File: src/rtl/odd_div_pkg.sv
// Shared types and constants for the run-time configurable clock divider.
// Imported by the datapath core and the configuration controller.
package odd_div_pkg;

    typedef enum logic [1:0] {
        OFF  = 2'd0,
        RUN  = 2'd1,
        PEND = 2'd2
    } state_e;

    localparam int MIN_DIV   = 2;
    localparam int CNT_W_DEF = 8;

endpackage

File: src/rtl/odd_div_core.sv
// Divider datapath: period counter, posedge/negedge phase registers,
// odd/even output select and the active divisor register.
module odd_div_core
    import odd_div_pkg::*;
#(
    parameter int CNT_W       = CNT_W_DEF,
    parameter int DIV_DEFAULT = 7
) (
    input  logic             clk_in,
    input  logic             rst,
    input  logic             run,
    input  logic             load,
    input  logic [CNT_W-1:0] load_div,
    output logic [CNT_W-1:0] cur_div,
    output logic             wrap,
    output logic             clk_out
);

    logic             act;
    logic [CNT_W-1:0] cnt;
    logic [CNT_W-1:0] cnt_nxt;
    logic [CNT_W-1:0] div_q;
    logic             p;
    logic             n;
    logic             start;

    assign wrap    = act && (cnt == div_q - CNT_W'(1));
    assign cnt_nxt = wrap ? '0 : cnt + CNT_W'(1);
    assign start   = run && !act;
    assign cur_div = div_q;

    // The first cycle of every period is high, so a fresh start raises p
    always_ff @(posedge clk_in or posedge rst) begin
        if (rst) begin
            act   <= 1'b0;
            cnt   <= '0;
            p     <= 1'b0;
            div_q <= CNT_W'(DIV_DEFAULT);
        end else begin
            act <= run;
            if (load) begin
                div_q <= load_div;
            end
            if (!run) begin
                cnt <= '0;
                p   <= 1'b0;
            end else if (start) begin
                cnt <= '0;
                p   <= 1'b1;
            end else begin
                cnt <= cnt_nxt;
                p   <= (cnt_nxt < (div_q >> 1));
            end
        end
    end

    always_ff @(negedge clk_in or posedge rst) begin
        if (rst) begin
            n <= 1'b0;
        end else begin
            n <= p;
        end
    end

    // Odd ratios stretch the high phase by half a source cycle
    assign clk_out = div_q[0] ? (p | n) : p;

endmodule

File: src/rtl/odd_div_cfg_ctrl.sv
// Divider controller: start/stop FSM, divisor update handshake,
// boundary-aligned divisor switch, lock and error reporting.
module odd_div_cfg_ctrl
    import odd_div_pkg::*;
#(
    parameter int CNT_W       = CNT_W_DEF,
    parameter int DIV_DEFAULT = 7
) (
    input  logic             clk_in,
    input  logic             rst,
    input  logic             en,
    input  logic             cfg_valid,
    input  logic [CNT_W-1:0] cfg_div,
    output logic             cfg_ready,
    output logic             cfg_err,
    output logic [CNT_W-1:0] cur_div,
    output logic             locked,
    output logic             clk_out
);

    state_e           state;
    state_e           state_nxt;
    logic [CNT_W-1:0] pend_div;
    logic [CNT_W-1:0] pend_nxt;
    logic [CNT_W-1:0] load_div;
    logic             load;
    logic             run;
    logic             wrap;
    logic             take;
    logic             legal;
    logic             take_ok;

    assign cfg_ready = (state != PEND);
    assign take      = cfg_valid && cfg_ready;
    assign legal     = (cfg_div >= CNT_W'(MIN_DIV));
    assign take_ok   = take && legal;
    assign run       = (state_nxt != OFF);

    always_ff @(posedge clk_in or posedge rst) begin
        if (rst) begin
            state    <= OFF;
            pend_div <= CNT_W'(DIV_DEFAULT);
            cfg_err  <= 1'b0;
            locked   <= 1'b0;
        end else begin
            state    <= state_nxt;
            pend_div <= pend_nxt;
            cfg_err  <= take && !legal;
            locked   <= (state_nxt == RUN) && (state == RUN)
                        && (locked || wrap);
        end
    end

    // en and requests only change the running ratio at a wrap
    always_comb begin
        state_nxt = state;
        pend_nxt  = pend_div;
        load      = 1'b0;
        load_div  = cfg_div;
        unique case (state)
            OFF: begin
                load = take_ok;
                if (en) begin
                    state_nxt = RUN;
                end
            end
            RUN: begin
                if (wrap && !en) begin
                    load      = take_ok;
                    state_nxt = OFF;
                end else if (take_ok) begin
                    pend_nxt  = cfg_div;
                    state_nxt = PEND;
                end
            end
            PEND: begin
                if (wrap) begin
                    load      = 1'b1;
                    load_div  = pend_div;
                    state_nxt = en ? RUN : OFF;
                end
            end
            default: begin
                state_nxt = OFF;
            end
        endcase
    end

    odd_div_core #(
        .CNT_W       (CNT_W),
        .DIV_DEFAULT (DIV_DEFAULT)
    ) u_core (
        .clk_in   (clk_in),
        .rst      (rst),
        .run      (run),
        .load     (load),
        .load_div (load_div),
        .cur_div  (cur_div),
        .wrap     (wrap),
        .clk_out  (clk_out)
    );

endmodule
File: config.mk
export PLATFORM = sky130hd
export DESIGN_NAME = odd_div_cfg_ctrl
export DESIGN_NICKNAME = d
export VERILOG_FILES = /design/src/rtl/odd_div_pkg.sv /design/src/rtl/odd_div_core.sv /design/src/rtl/odd_div_cfg_ctrl.sv
export SDC_FILE = /design/constraint.sdc
export NUM_CORES = 1
export LEC_CHECK = 0
export CAP_MARGIN = 20
export CORE_ASPECT_RATIO = 1.4
export CORE_MARGIN = 8
export CORE_UTILIZATION = 40
export DETAILED_ROUTE_END_ITERATION = 10
export HOLD_SLACK_MARGIN = 0.12
export PLACE_DENSITY = 0.58
export SLEW_MARGIN = 20
export SYNTH_ARGS = -nofsm -noshare
export SYNTH_HDL_FRONTEND = slang
export SYNTH_SLANG_ARGS = --single-unit
export TNS_END_PERCENT = 20
File: constraint.sdc
create_clock -name clk_in -period 6.8 [get_ports clk_in]
set_input_delay 0.68 -clock clk_in [delete_from_list [all_inputs] [get_ports clk_in]]
set_output_delay 0.68 -clock clk_in [all_outputs]
set_load 0.1 [all_outputs]
==> impl_metrics.tcl <==
set metrics [dict create \
    multiInputGateArea_sq_mm 0.001050 \
    vdd_drop_max_mv 0.2680 \
    portBuffers 23 \
    p_comb_frac 0.543 \
    io_pins 24 \
    row_count 29 \
    grt_max_degree 32 \
    slowest_stage "dfrtn_1" \
    synth_ff_type "dfrtp_1" \
    p_sw_frac 0.4916 \
    power_frac_seq 0.319 \
    firstDrtPassIters 4 \
    final_cell_mix "dfrtp_1, clkdlybuf4s50_1, mux2i_1, nor2_1, inv_1" \
    vias_per_cell 5.338 \
    synth_top_cell_area_share 0.3145 \
    groute.usage.overall 0.1218 \
    maxSlewHeadroom 0.2944 \
    synth_fp_nets 197 \
    syn_area_sq_mm 0.001909 \
    rsz0062_at_grt "no" \
    max_stage_delay_ns 0.39 \
    clock_power_share 0.138 \
    setup_violations 0 \
    fin_tns_setup_ns 0 \
    power_mw 1.125 \
    n_antenna_cell 0 \
    clkTransAtPathRegs_ns 0.06 \
    async_reset_ff_frac 1.000 \
    critPathBufInv 1 \
    startpoint "u_core.n" \
    die_w_um 74.39 \
    detail_route.drc_violations 0 \
    cts_tree "yes" \
    cts_buffer_depth 2 \
    nNetsFinal 223 \
    layout_commonest_cell "dfrtp_1" \
    synth_edf_count 0 \
    hold_viol_final 0 \
    grt_pass1_vias 1441 \
    grt_pass1_wl_mm 6.893 \
    path_delay_family "flip-flops" \
    crit_required_ns 6.12 \
    core_sq_mm 0.004572 \
    rr_startpoint "u_core.p" \
    clk_root_buffer_cell "clkbuf_8" \
    clk_latency_ns 0.28 \
    max_cap_viol_count 0 \
    synth_warnings 0 \
    drtIter0Drc 67 \
    worst_ep_arrival_time_ns 4.46 \
    clock_skew_ns 0.009756 \
    ys_seq_area_frac 0.4102 \
    start_kind "flop" \
    synthDistinctLibCells 49 \
    synth_cells 177 \
    synth_top_cells_by_area "dfrtp_1, mux2i_1, dfstp_2" \
    nFillCells 449 \
    die_h_um 97.75 \
    drive_gt1_frac 0.1569 \
    wl_per_cell_um 15.34 \
    static-leakage-power_nw 1.104 \
    min_from "pend_div[5]" \
    gr-total-overflow 0 \
    vias 1420 \
    dp_hpwl_mm 3.234 \
    drtAntennaViolNets 0 \
    cellInternalPower_mw 0.5722 \
    cts_buffers 5 \
    p_per_area_mw_per_mm2 492.0 \
    routed_wl_mm 4.081 \
    start_util 0.4176 \
    gp_congestion 0.9089 \
    synth_seq_cells 31 \
    worstPathMaxFanout 1 \
    synthToLayoutAreaGrowth_pct 19.79 \
    crit_type "flop to output port" \
    cts_htree_levels 2 \
    yosys.area.top_type "dfrtp_1" \
    drv_slew 0 \
    cp-end-kind "output port" \
    postCtsSetupBuffers 0 \
    antenna_found_initial 0 \
    clock-sinks 31 \
    cts_resized 0 \
    p_sw_mw 0.5532 \
    hold_class "flop to flop" \
    avgSynthCellArea_sq_um 10.79 \
    ctsHoldBuffers 0 \
    worst_pin_slew_ns 1.058 \
    status "complete, no violations" \
    dieArea_sq_mm 0.007271 \
    regArea_sq_um 783.3 \
    path_cells "a21o_1, buf_4" \
]
-- layout make-up --
| cell class | count | area share |
|---|---|---|
| multi-input cells | 130 | 0.4590 |
| clock buffers | 8 | 0.04376 |
| well taps | 62 | 0.03392 |
| flip-flops and latches | 31 | 0.3425 |
| inverters | 11 | 0.01805 |
| repair buffers | 24 | 0.1028 |
-- logic make-up after synthesis --
logic type,share of synthesized area
flops,0.4102
simple gates,0.1651
compound gates,0.1271
xor+xnor,0.06881
fa+ha+maj,0.05243
mux,0.1363
buf+inv,0.03997
-- state kept, by name, summed over array words and instances (netlist names) --
register and cells:
u_core.act 1, pend_div 8, u_core.p 1, cfg_err 1, u_core.cnt 8, locked 1
u_core.cur_div 8, state 2, u_core.n 1
-- routing by layer --
metal / wire (um) / track usage / vias up
li1: - / - / 688
met1: 1707 / 0.1375 / 686
met4: 131 / 0.06667 / 0
met3: 183 / 0.03071 / 13
met5: 0 / 0 / -
met2: 2058 / 0.2000 / 33
-- synthesized netlist by cell type (all sizes together) (3+ instances only) --
master	instances
mux2	8
mux2i	17
a21oi	8
nor3	4
and3	9
nand2	7
dfrtp	24
nor2b	5
nor2	11
a211oi	3
dfstp	6
a21o	3
buf	3
xor2	7
nand3	5
inv	11
ha	8
xnor2	8
-- stage by stage --
stage	worst slack [ns]	cell area (sq um)	hold slack, ns	std cells	util
after floorplan	1.686	1909	0.4800	177	-
after CTS	1.644	2287	0.5097	266	0.5003
final	1.656	2287	0.5065	266	0.5003
after detailed placement	1.952	2187	0.4954	258	0.4784
after global routing	1.623	2287	0.5300	266	0.5003
after global placement	1.973	2187	0.4886	258	0.4784
-- power by group through the flow --
stage,Sequential [mW],Clock [mW],Combinational [mW]
after floorplan,0.510,0,0.327
after global placement,0.354,0,0.606
after detailed placement,0.361,0,0.616
after CTS,0.357,0.161,0.618
after global routing,0.371,0.170,0.656
final,0.359,0.155,0.611
-- path summary, 6_finish.rpt --
kind | depth (start not counted) | to | slack, ns
worst min-delay path | 1 | pend_div[5] | 0.51
min in group asynchronous | 3 | pend_div[5] | 0.80
worst max-delay path | 2 | clk_out | 1.66
worst max register to register | 0 | u_core.n | 2.88
max in group asynchronous | 3 | u_core.n | 2.41
worst min register to register | 1 | pend_div[5] | 0.51
Note: power is estimated with default switching activity, not from simulation.
